$ cat config.mk
export PLATFORM = sky130hd
export DESIGN_NAME = ocr_match_sequencer
export DESIGN_NICKNAME = d
export VERILOG_FILES = /design/src/rtl/ocr_pkg.sv /design/src/rtl/ocr_sad_accum.sv /design/src/rtl/ocr_match_sequencer.sv
export SDC_FILE = /design/constraint.sdc
export NUM_CORES = 1
export LEC_CHECK = 0
export CORE_MARGIN = 5
export CORE_UTILIZATION = 60
export CTS_BUF_LIST = sky130_fd_sc_hd__clkbuf_8
export CTS_CLUSTER_DIAMETER = 40
export CTS_CLUSTER_SIZE = 20
export DETAILED_ROUTE_END_ITERATION = 12
export DONT_BUFFER_PORTS = 1
export PLACE_DENSITY = 0.76
export SLEW_MARGIN = 10
export SYNTH_ARGS = -nofsm -noshare
export SYNTH_HDL_FRONTEND = slang
export SYNTH_SLANG_ARGS = --single-unit
$ cat constraint.sdc
create_clock -name clk -period 4.8 [get_ports clk]
set_input_delay 0.72 -clock clk [delete_from_list [all_inputs] [get_ports clk]]
set_output_delay 0.72 -clock clk [all_outputs]
set_load 0.01 [all_outputs]
$ cat src/rtl/ocr_pkg.sv
// Shared constants, FSM state encoding and the pixel abs-diff helper for
// the OCR template matcher.
package ocr_pkg;

  // Glyph store geometry
  localparam int NUM_TEMPLATES = 10;   // reference glyphs, indices 0..9
  localparam int PIXELS        = 256;  // 16x16 bytes per glyph
  localparam int DATA_W        = 8;    // pixel width
  localparam int SCORE_W       = 16;   // SAD width, holds 256*255 = 65280

  // Index/counter widths used on the memory interface
  localparam int IDX_W = 4;
  localparam int CNT_W = 8;

  // Derived compare constants, pre-sized so comparisons stay width-clean
  localparam logic [IDX_W-1:0]   NUM_TMPL_IDX = IDX_W'(NUM_TEMPLATES);
  localparam logic [IDX_W-1:0]   LAST_TMPL    = IDX_W'(NUM_TEMPLATES - 1);
  localparam logic [CNT_W-1:0]   LAST_PIXEL   = CNT_W'(PIXELS - 1);

  // Starting value of the best-score tracker; any real SAD is below it
  localparam logic [SCORE_W-1:0] SCORE_MAX    = '1;

  // Sequencer states: IDLE -> SCAN -> DRAIN -> CMP -> (SCAN | DONE) -> IDLE
  typedef enum logic [2:0] {
    ST_IDLE  = 3'd0,
    ST_SCAN  = 3'd1,
    ST_DRAIN = 3'd2,
    ST_CMP   = 3'd3,
    ST_DONE  = 3'd4
  } state_t;

  // Unsigned absolute difference of two pixels
  function automatic logic [DATA_W-1:0] abs_diff(
    input logic [DATA_W-1:0] a,
    input logic [DATA_W-1:0] b
  );
    return (a > b) ? (a - b) : (b - a);
  endfunction

endpackage : ocr_pkg

$ cat src/rtl/ocr_sad_accum.sv
// One-stage pixel pipe followed by an absolute-difference accumulator.
// load captures a new pixel pair; the pair captured on the previous cycle
// is added into acc. clear empties both the pipe and the accumulator.
module ocr_sad_accum
  import ocr_pkg::*;
(
  input  logic               clk,
  input  logic               rst_n,
  input  logic               clear,
  input  logic               load,
  input  logic [DATA_W-1:0]  a,
  input  logic [DATA_W-1:0]  b,
  output logic [SCORE_W-1:0] acc
);

  logic [DATA_W-1:0]  pipe_a;
  logic [DATA_W-1:0]  pipe_b;
  logic               pipe_valid;
  logic [DATA_W-1:0]  diff;
  logic [SCORE_W-1:0] diff_ext;

  // Difference of the pair sitting in the pipe, zero-extended to score width
  assign diff     = abs_diff(pipe_a, pipe_b);
  assign diff_ext = {{(SCORE_W - DATA_W){1'b0}}, diff};

  // Pipe register and running sum
  always_ff @(posedge clk or negedge rst_n) begin
    if (!rst_n) begin
      pipe_a     <= '0;
      pipe_b     <= '0;
      pipe_valid <= 1'b0;
      acc        <= '0;
    end else if (clear) begin
      pipe_valid <= 1'b0;
      acc        <= '0;
    end else begin
      // NOTE: non-blocking assignments let acc see the pipe contents from
      // before this edge, which is exactly the one-cycle pipeline offset.
      if (pipe_valid) begin
        acc <= acc + diff_ext;
      end
      pipe_valid <= load;
      if (load) begin
        pipe_a <= a;
        pipe_b <= b;
      end
    end
  end

endmodule : ocr_sad_accum

$ cat src/rtl/ocr_match_sequencer.sv
// Walks every reference template in the glyph memory, accumulates the SAD
// against the selected test glyph and reports the lowest-SAD template.
// Each template costs PIXELS scan cycles plus one drain and one compare.
module ocr_match_sequencer
  import ocr_pkg::*;
(
  input  logic               clk,
  input  logic               rst_n,
  input  logic               start,
  input  logic [3:0]         test_sel,
  output logic               busy,
  output logic               done,
  output logic               start_err,
  output logic [3:0]         result_idx,
  output logic [SCORE_W-1:0] result_score,
  output logic [3:0]         mem_tmpl,
  output logic [3:0]         mem_test,
  output logic [7:0]         mem_count,
  input  logic [DATA_W-1:0]  mem_opA,
  input  logic [DATA_W-1:0]  mem_opT
);

  state_t             state;
  state_t             next_state;

  logic [IDX_W-1:0]   tmpl;
  logic [IDX_W-1:0]   test_q;
  logic [CNT_W-1:0]   count;
  logic [SCORE_W-1:0] best;
  logic [IDX_W-1:0]   best_idx;
  logic [SCORE_W-1:0] acc;

  logic               start_ok;
  logic               start_bad;
  logic               acc_clear;
  logic               pipe_load;

  // SAD datapath: pixel pipe plus accumulator
  ocr_sad_accum u_sad (
    .clk   (clk),
    .rst_n (rst_n),
    .clear (acc_clear),
    .load  (pipe_load),
    .a     (mem_opA),
    .b     (mem_opT),
    .acc   (acc)
  );

  // Busy follows the state directly so an async reset drops it at once;
  // the memory address lines are forced to zero whenever we are idle.
  assign busy      = (state != ST_IDLE);
  assign mem_tmpl  = busy ? tmpl   : '0;
  assign mem_test  = busy ? test_q : '0;
  assign mem_count = busy ? count  : '0;

  // State register
  always_ff @(posedge clk or negedge rst_n) begin
    if (!rst_n) begin
      state <= ST_IDLE;
    end else begin
      state <= next_state;
    end
  end

  // Next-state decode and per-state datapath controls
  always_comb begin
    // NOTE: every signal gets a default before the case so no path leaves
    // one unassigned, which would otherwise infer a latch.
    next_state = state;
    start_ok   = 1'b0;
    start_bad  = 1'b0;
    acc_clear  = 1'b0;
    pipe_load  = 1'b0;

    case (state)
      ST_IDLE: begin
        acc_clear = 1'b1;
        if (start) begin
          if (test_sel < NUM_TMPL_IDX) begin
            start_ok   = 1'b1;
            next_state = ST_SCAN;
          end else begin
            start_bad  = 1'b1;
          end
        end
      end

      ST_SCAN: begin
        pipe_load = 1'b1;
        if (count == LAST_PIXEL) begin
          next_state = ST_DRAIN;
        end
      end

      // Pipe is not reloaded, so the last captured pixel is summed here
      ST_DRAIN: begin
        next_state = ST_CMP;
      end

      ST_CMP: begin
        acc_clear  = 1'b1;
        next_state = (tmpl == LAST_TMPL) ? ST_DONE : ST_SCAN;
      end

      ST_DONE: begin
        next_state = ST_IDLE;
      end

      default: begin
        next_state = ST_IDLE;
      end
    endcase
  end

  // Counters, best-match tracking and result/pulse registers
  always_ff @(posedge clk or negedge rst_n) begin
    if (!rst_n) begin
      tmpl         <= '0;
      test_q       <= '0;
      count        <= '0;
      best         <= SCORE_MAX;
      best_idx     <= '0;
      result_idx   <= '0;
      result_score <= '0;
      done         <= 1'b0;
      start_err    <= 1'b0;
    end else begin
      // done rises on the same edge that returns the FSM to IDLE
      done      <= (state == ST_DONE);
      start_err <= start_bad;

      case (state)
        ST_IDLE: begin
          if (start_ok) begin
            test_q   <= test_sel;
            tmpl     <= '0;
            count    <= '0;
            best     <= SCORE_MAX;
            best_idx <= '0;
          end
        end

        // count wraps from PIXELS-1 back to 0 on its own
        ST_SCAN: begin
          count <= count + 1'b1;
        end

        // Strict compare: an equal score keeps the earlier (lower) index
        ST_CMP: begin
          if (acc < best) begin
            best     <= acc;
            best_idx <= tmpl;
          end
          if (tmpl != LAST_TMPL) begin
            tmpl <= tmpl + 1'b1;
          end
        end

        ST_DONE: begin
          result_idx   <= best_idx;
          result_score <= best;
        end

        default: ;
      endcase
    end
  end

endmodule : ocr_match_sequencer

==> results of run 1 <==
## flip-flops by register name (all words and copies together), names as in the netlist
name / count
best: 16
result_score: 16
u_sad.acc: 16
count: 8
u_sad.pipe_a: 8
u_sad.pipe_b: 8
best_idx: 4
result_idx: 4
test_q: 4
tmpl: 4
state: 3
done: 1
start_err: 1
u_sad.pipe_valid: 1
## area by class of cell
type	instances	area, um2	area share
clock buffer	9	124	0.0223
tap	108	135	0.0243
sequential	94	2370	0.427
inverter	44	165	0.0297
timing repair buffer	8	60.1	0.0108
clock inverter	7	60.1	0.0108
multi-input combinational	367	2640	0.475
## stage by stage
stage | cell area [um2] | hold slack (ns) | instances
3_3_place_gp | 5330 | 0.428 | 615
4_1_cts | 5520 | 0.0340 | 631
2_1_floorplan | 5250 | 0.424 | 521
6_report | 5560 | 0.0500 | 637
3_5_place_dp | 5330 | 0.427 | 615
5_1_grt | 5560 | 0.0193 | 637
## path summary, 6_finish.rpt
| kind | endpoint | cells past startpoint | slack (ns) | startpoint |
|---|---|---|---|---|
| setup / recovery | u_sad.acc[8] | 18 | 0.60 | u_sad.pipe_b[5] |
| hold / removal | u_sad.pipe_b[6] | 0 | 0.05 | rst_n |
| setup reg to reg | u_sad.acc[8] | 18 | 0.60 | u_sad.pipe_b[5] |
| hold reg to reg | test_q[0] | 2 | 0.48 | test_q[0] |
| max in group asynchronous | best[12] | 0 | 4.56 | rst_n |
| min in group clk | test_q[0] | 2 | 0.47 | test_sel[0] |
## routing by layer
metal | vias to the layer above | track usage
met3 | 11 | 0.0362
met5 | - | 0
li1 | 1763 | -
met2 | 66 | 0.299
met4 | 0 | 0.0727
met1 | 1719 | 0.252
## cells by family after synthesis
family / after synthesis
AO/OA/AOI/OAI: 87
XOR/XNOR: 19
adder cells (fa/ha/maj): 46
buffers and inverters: 60
flip-flops: 94
multiplexers: 55
AND/OR/NAND/NOR: 160
## power by group through the flow
| stage | clock [mW] | sequential (mW) | combinational [mW] |
|---|---|---|---|
| detailed placement | 0 | 1.11 | 0.802 |
| CTS | 0.500 | 1.09 | 0.808 |
| floorplan | 0 | 1.06 | 0.670 |
| finish | 0.487 | 1.10 | 0.810 |
| global route | 0.533 | 1.12 | 0.931 |
| global placement | 0 | 1.10 | 0.751 |
## worst register-to-register path, delay by kind of cell (launching register included)
family | cells | cell delay [ns]
AO/OA/AOI/OAI | 7 | 1.78
adder cells (fa/ha/maj) | 2 | 0.67
AND/OR/NAND/NOR | 5 | 0.48
flip-flops | 1 | 0.37
XOR/XNOR | 2 | 0.37
multiplexers | 1 | 0.35
buffers and inverters | 1 | 0.06
## layout by cell type, fill, tap and decap left out, types with 2 or more instances in the layout
master    Yosys  routed
or3_1         3       3
inv_1        44      44
a21o_1       11      11
and3_1        9       9
a21boi_0      2       2
ha_1         43      43
mux2_2       21      21
dfrtp_1      78      78
buf_4         0       8
a21oi_2       4       4
nor3b_1       4       3
nor2b_1       4       4
xnor2_1      12      12
dfstp_2      16      16
o21ai_0      40      40
nand3_1       8       8
nand4_1       4       4
mux2i_1      33      33
a21oi_1      16      16
fa_1          3       3
and2_1       16      16
a31o_2        2       2
xor2_1        7       7
nand3b_1      2       2
nand2_1      65      65
a211oi_1      2       2
nor3_1        2       2
nor2_1       38      38
nand2b_1      2       2
inv_6         0       2
clkinv_2      0       2
clkbuf_8      0       9
## timing repair
item | in CTS | in global routing
endpoints found under the setup margin | 0 | 1
hold buffers | 0 | 0
setup buffers | 0 | 6
==> flow_summary_export.csv, run 1 <==
group,metric,value,unit
status,outcome,"completed",
power_and_ir_drop,leakagePower,3.04,nW
clock_network,post_cts_resized,0,
power_and_ir_drop,switchingPower,873,uW
clock_network,cts_buffer_depth,2,
worst_setup_path,cp_slowest_cell,"o32ai_4",
floorplanning,die_x,103,um
logic_synthesis,synth_top_cell_by_area,"dfrtp_1",
final_layout,final_core_util,0.644,
final_layout,final_nets,593,
route,drc,0,
clock_network,cts_tree,"yes",
floorplanning,dieArea,10700,um2
floorplanning,fp.dieH,103,um
logic_synthesis,yosysMostFrequentCell,"dfrtp_1",
worst_setup_path,worstPathMaxFanout,7,
power_and_ir_drop,power.internal,1.52,mW
logic_synthesis,synthSimpleGateAreaFrac,0.142,
global_routing,grt_pass1_wl,16000,um
floorplanning,start_util,0.607,
placement,port_buffers,0,
route,wl_met3,364,um
route,top_layer_used,"met4",
min_path,hp-class,"in -> async",
logic_synthesis,syn_nets,590,
logic_synthesis,synth.area.top_cells,"dfrtp_1 37%, ha_1 10%, dfstp_2 8.0%, mux2i_1 6.3%, nand2_1 4.7%",
logic_synthesis,synth_ff_type,"dfrtp_1",
sta,fmax,238,MHz
logic_synthesis,ys_warn_count,0,
logic_synthesis,yosysUniqueCellTypes,46,
global_routing,antenna_found_initial,0,
power_and_ir_drop,pwr-share-clk,0.203,
worst_setup_path,arrival,4.43,ns
final_layout,area_growth,6.01,%
clock_network,cts-htree-levels,3,
logic_synthesis,synth_cells,521,
floorplanning,rows,34,
clock_network,insertion_delay,0.35,ns
global_routing,grt.overflow.total,0,
power_and_ir_drop,combinationalPowerShare,0.338,
sta,fin_crit_sh,0.874,
logic_synthesis,synth_xor_area_frac,0.0317,
clock_network,cts_made_buffers,9,
sta,worst_pin_slew,1.13,ns
power_and_ir_drop,p_sw_frac,0.365,
worst_setup_path,startpoint_type,"flip-flop",
final_layout,fillers,695,
route,wl_met1,4410,um
worst_setup_path,cp.required,5.04,ns
power_and_ir_drop,power_per_cell_area,430,nW/um2
logic_synthesis,synthAdderAreaFrac,0.114,
placement,place_congestion,0.845,
sta,fin_ws,0.605,ns
sta,slew_violations,0,
worst_setup_path,cp_slowest_stage_delay,0.41,ns
flow_run,drv_cap,0,
route,routed_via_density,5.59,
route,route.met2.wl,4530,um
worst_setup_path,crit_family,"compound AO/OA/AOI/OAI gates",
route,drt-pass1-iter-count,4,
logic_synthesis,synth_edf_count,0,
logic_synthesis,synthArstFlopShare,1.00,
clock_network,cts_root_buffer,"clkbuf_8",
sta,finalHoldViolations,0,
sta,setup_viol,0,
placement,dp_hpwl,6940,um
logic_synthesis,syn_avg_cell_area,10.1,um2
sta,period_needed,4.20,ns
worst_setup_path,worstSetupPathType,"reg -> reg",
logic_synthesis,netlist.area_leader.share,0.372,
route,postRouteAntennaNets,0,
sta,fin_worst_skew,0.0128,ns
power_and_ir_drop,power.total,2.39,mW
global_routing,first_global_vias,3586,
global_routing,grt_max_degree,95,
clock_network,clk_pin_slew,0.10,ns
route,vias,3559,
final_layout,antenna_cells,0,
logic_synthesis,synth_top_family_by_area,"simple AND/OR/NAND/NOR gates",
worst_setup_path,cp-end-kind,"flip-flop",
clock_network,clkSinkCount,94,
final_layout,layout-drive-gt1-share,0.138,
global_routing,grt_use_total,0.187,
route,wire_per_inst,14.8,um
floorplanning,io_pins,62,
sta,rsz0062_at_grt,"false",
logic_synthesis,synth_compound_area_frac,0.104,
power_and_ir_drop,seqPwrFrac,0.458,
logic_synthesis,synth_common_cells,"78 x dfrtp_1, 65 x nand2_1, 44 x inv_1",
placement,place_ws,0.484,ns
sta,slew_headroom,0.249,
logic_synthesis,yosysSeqAreaShare,0.452,
logic_synthesis,synth_seq_cells,94,
worst_setup_path,critPathBufInv,1,
logic_synthesis,netlist_area,5250,um2
worst_setup_path,worstPathCellList,"inv_1 > ha_1 > a211oi_1 > nor2_1 > o32ai_4 > mux2_4 > o21ai_0 > nand2_1 > nand2_1 > xor2_1 > ha_1 > a21o_1 > a31o_2 > a21o_1 > a21oi_1 > nor2b_1 > xnor2_1 > nor2_1",
sta,setup_tns,0,ns
route,drtIter0Drc,117,
floorplanning,coreArea,8640,um2
power_and_ir_drop,ir_drop,225,uV
route,drt_wl_total,9450,um
logic_synthesis,synthMuxAreaShare,0.111,
(Power assumes the default switching activity.)
==> inputs of run 2 (changes only) <==
clock period = 4 ns   (was 4.8 ns; I/O delays follow)
==> run 2 against run 1 <==
Against the previous run: clock power is 14% higher; sequential cell count stayed put; via count is 0.87% higher; routed wire length is 3.6% higher; cell area is 0.99% higher; count of clock-buffer cells in the layout stayed put; global-route usage is 0.51 points higher; utilization is 0.64 points higher; setup slack worse by 0.35 ns; total power is 22% higher; sequential power is 20% higher.
==> flow_summary_export.csv, run 2 (synthesized netlist as in run 1, its figures left out) <==
group,metric,value,unit
clock_network,clk_pin_slew,0.09,ns
clock_network,cts-htree-levels,3,
worst_setup_path,startpoint_type,"flip-flop",
final_layout,final_nets,595,
route,vias,3590,
route,drt-pass1-iter-count,4,
floorplanning,io_pins,62,
final_layout,final_common_cell,"dfrtp_1",
power_and_ir_drop,power.total,2.92,mW
placement,port_buffers,0,
global_routing,grt_pass1_wl,16500,um
worst_setup_path,r2r_slack,0.25,ns
clock_network,cts_tree,"yes",
worst_setup_path,r2r-start,"u_sad.pipe_a[0]",
worst_setup_path,worstSetupPathType,"reg -> reg",
floorplanning,die_x,103,um
route,drt_wl_total,9800,um
final_layout,antenna_cells,0,
sta,hold_ws,0.0738,ns
clock_network,cts_buffer_depth,2,
route,drtIter0Drc,159,
floorplanning,start_util,0.607,
power_and_ir_drop,power_per_cell_area,520,nW/um2
worst_setup_path,arrival,4.03,ns
worst_setup_path,worstRegToRegCells,21,
route,wire_per_inst,15.3,um
final_layout,reg_top3,"best (16), result_score (16), u_sad.acc (16)",
global_routing,antenna_found_initial,0,
clock_network,cts_made_buffers,9,
sta,setup_viol,0,
worst_setup_path,worstPathMaxFanout,7,
floorplanning,dieArea,10700,um2
route,postRouteAntennaNets,0,
sta,finalHoldViolations,0,
floorplanning,coreArea,8640,um2
sta,fin_crit_sh,0.937,
global_routing,first_global_vias,3607,
power_and_ir_drop,leakagePower,3.06,nW
global_routing,grt.overflow.total,0,
sta,fin_worst_skew,0.0132,ns
final_layout,layout_common_cells,"78 x dfrtp_1, 65 x nand2_1, 46 x inv_1, 42 x ha_1",
clock_network,clkSinkCount,94,
worst_setup_path,cp.required,4.28,ns
min_path,hp-class,"in -> async",
sta,fmax,267,MHz
floorplanning,fp.dieH,103,um
status,outcome,"completed",
flow_run,drv_cap,0,
sta,period_needed,3.75,ns
final_layout,final_core_util,0.650,
power_and_ir_drop,ir_drop,327,uV
global_routing,grt_use_total,0.192,
clock_network,insertion_delay,0.36,ns
global_routing,grt_max_degree,79,
floorplanning,rows,34,
worst_setup_path,crit_start,"u_sad.pipe_a[0]",
sta,slew_headroom,0.364,
sta,worst_pin_slew,0.954,ns
route,routed_via_density,5.62,
placement,dp_hpwl,6980,um
final_layout,area_growth,7.06,%
worst_setup_path,r2r_end,"u_sad.acc[14]",
sta,slew_violations,0,
placement,place_congestion,0.847,
final_layout,layout-drive-gt1-share,0.151,
clock_network,cts_root_buffer,"clkbuf_8",
final_layout,fillers,693,
worst_setup_path,cp-end-kind,"flip-flop",
route,drc,0,
[run 2: cell types whose count changed in the layout (fill, tap and decap cells not counted), moves of 2 or more]
| cell | delta |
|---|---|
| clkinvlp_4 | +2 |
| o21ai_1 | +2 |
| o21ai_0 | -2 |
| inv_1 | +2 |
[run 2: routing by layer]
metal,global-route usage,part of all wire,up-vias
met1,0.262,0.47,1755
met3,0.0315,0.032,15
li1,-,-,1761
met5,0,0,-
met2,0.316,0.48,59
met4,0.0608,0.014,0
[run 2: timing repair]
action	CTS	global route
gates resized for setup	1	9
hold endpoints to repair	78	0
endpoints found under the setup margin	3	8
hold buffers	1	0
setup buffers	0	4
pin swaps	0	4
[run 2: through the flow]
stage | setup TNS, ns | instances | cell area [um2] | setup slack, ns
3_3_place_gp | 0 | 618 | 5350 | 0.186
6_report | 0 | 639 | 5620 | 0.252
3_5_place_dp | -0.00954 | 618 | 5350 | -0.00584
2_1_floorplan | 0 | 521 | 5250 | 0.0732
4_1_cts | 0 | 635 | 5550 | 0.0494
5_1_grt | -0.0592 | 639 | 5620 | -0.0413
[run 2: worst max-delay path, stage by stage, from the launching register on]
cell and delay, ns:
dfrtp_1 0.39, inv_1 0.08, ha_1 0.14, inv_1 0.06, fa_2 0.35, nand3_2 0.10, a21oi_2 0.07, o32ai_4 0.26
buf_6 0.18, mux2i_1 0.20, o21ai_1 0.10, nand2_1 0.11, nand2_1 0.10, xor2_2 0.17, ha_1 0.31, a21o_1 0.16
a31o_2 0.23, a21o_1 0.19, a21oi_2 0.16, buf_4 0.14, o21ai_0 0.08, a21oi_1 0.13
[run 2: report_power, final]
group	switching [mW]	total (mW)	leakage, nW	internal [mW]
combinational	0.561	1.05	1.82	0.490
clock	0.331	0.554	0.0842	0.223
sequential	0.187	1.32	1.15	1.13
[run 2: final cells by class]
class,instances,area (um2),area share
Clock buffer,9,124,0.0221
Clock inverter,7,43.8,0.00780
Inverter,44,165,0.0294
Multi-Input combinational cell,367,2680,0.477
Sequential cell,94,2370,0.422
Tap cell,108,135,0.0241
Timing Repair Buffer,10,98.8,0.0176
[run 2: worst max-delay path by stage]
stage	end	slack (ns)
floorplan	u_sad.acc[10]	0.07
global placement	u_sad.acc[12]	0.19
detailed placement	u_sad.acc[12]	-0.006
CTS	u_sad.acc[12]	0.05
global route	u_sad.acc[12]	-0.04
finish	u_sad.acc[14]	0.25
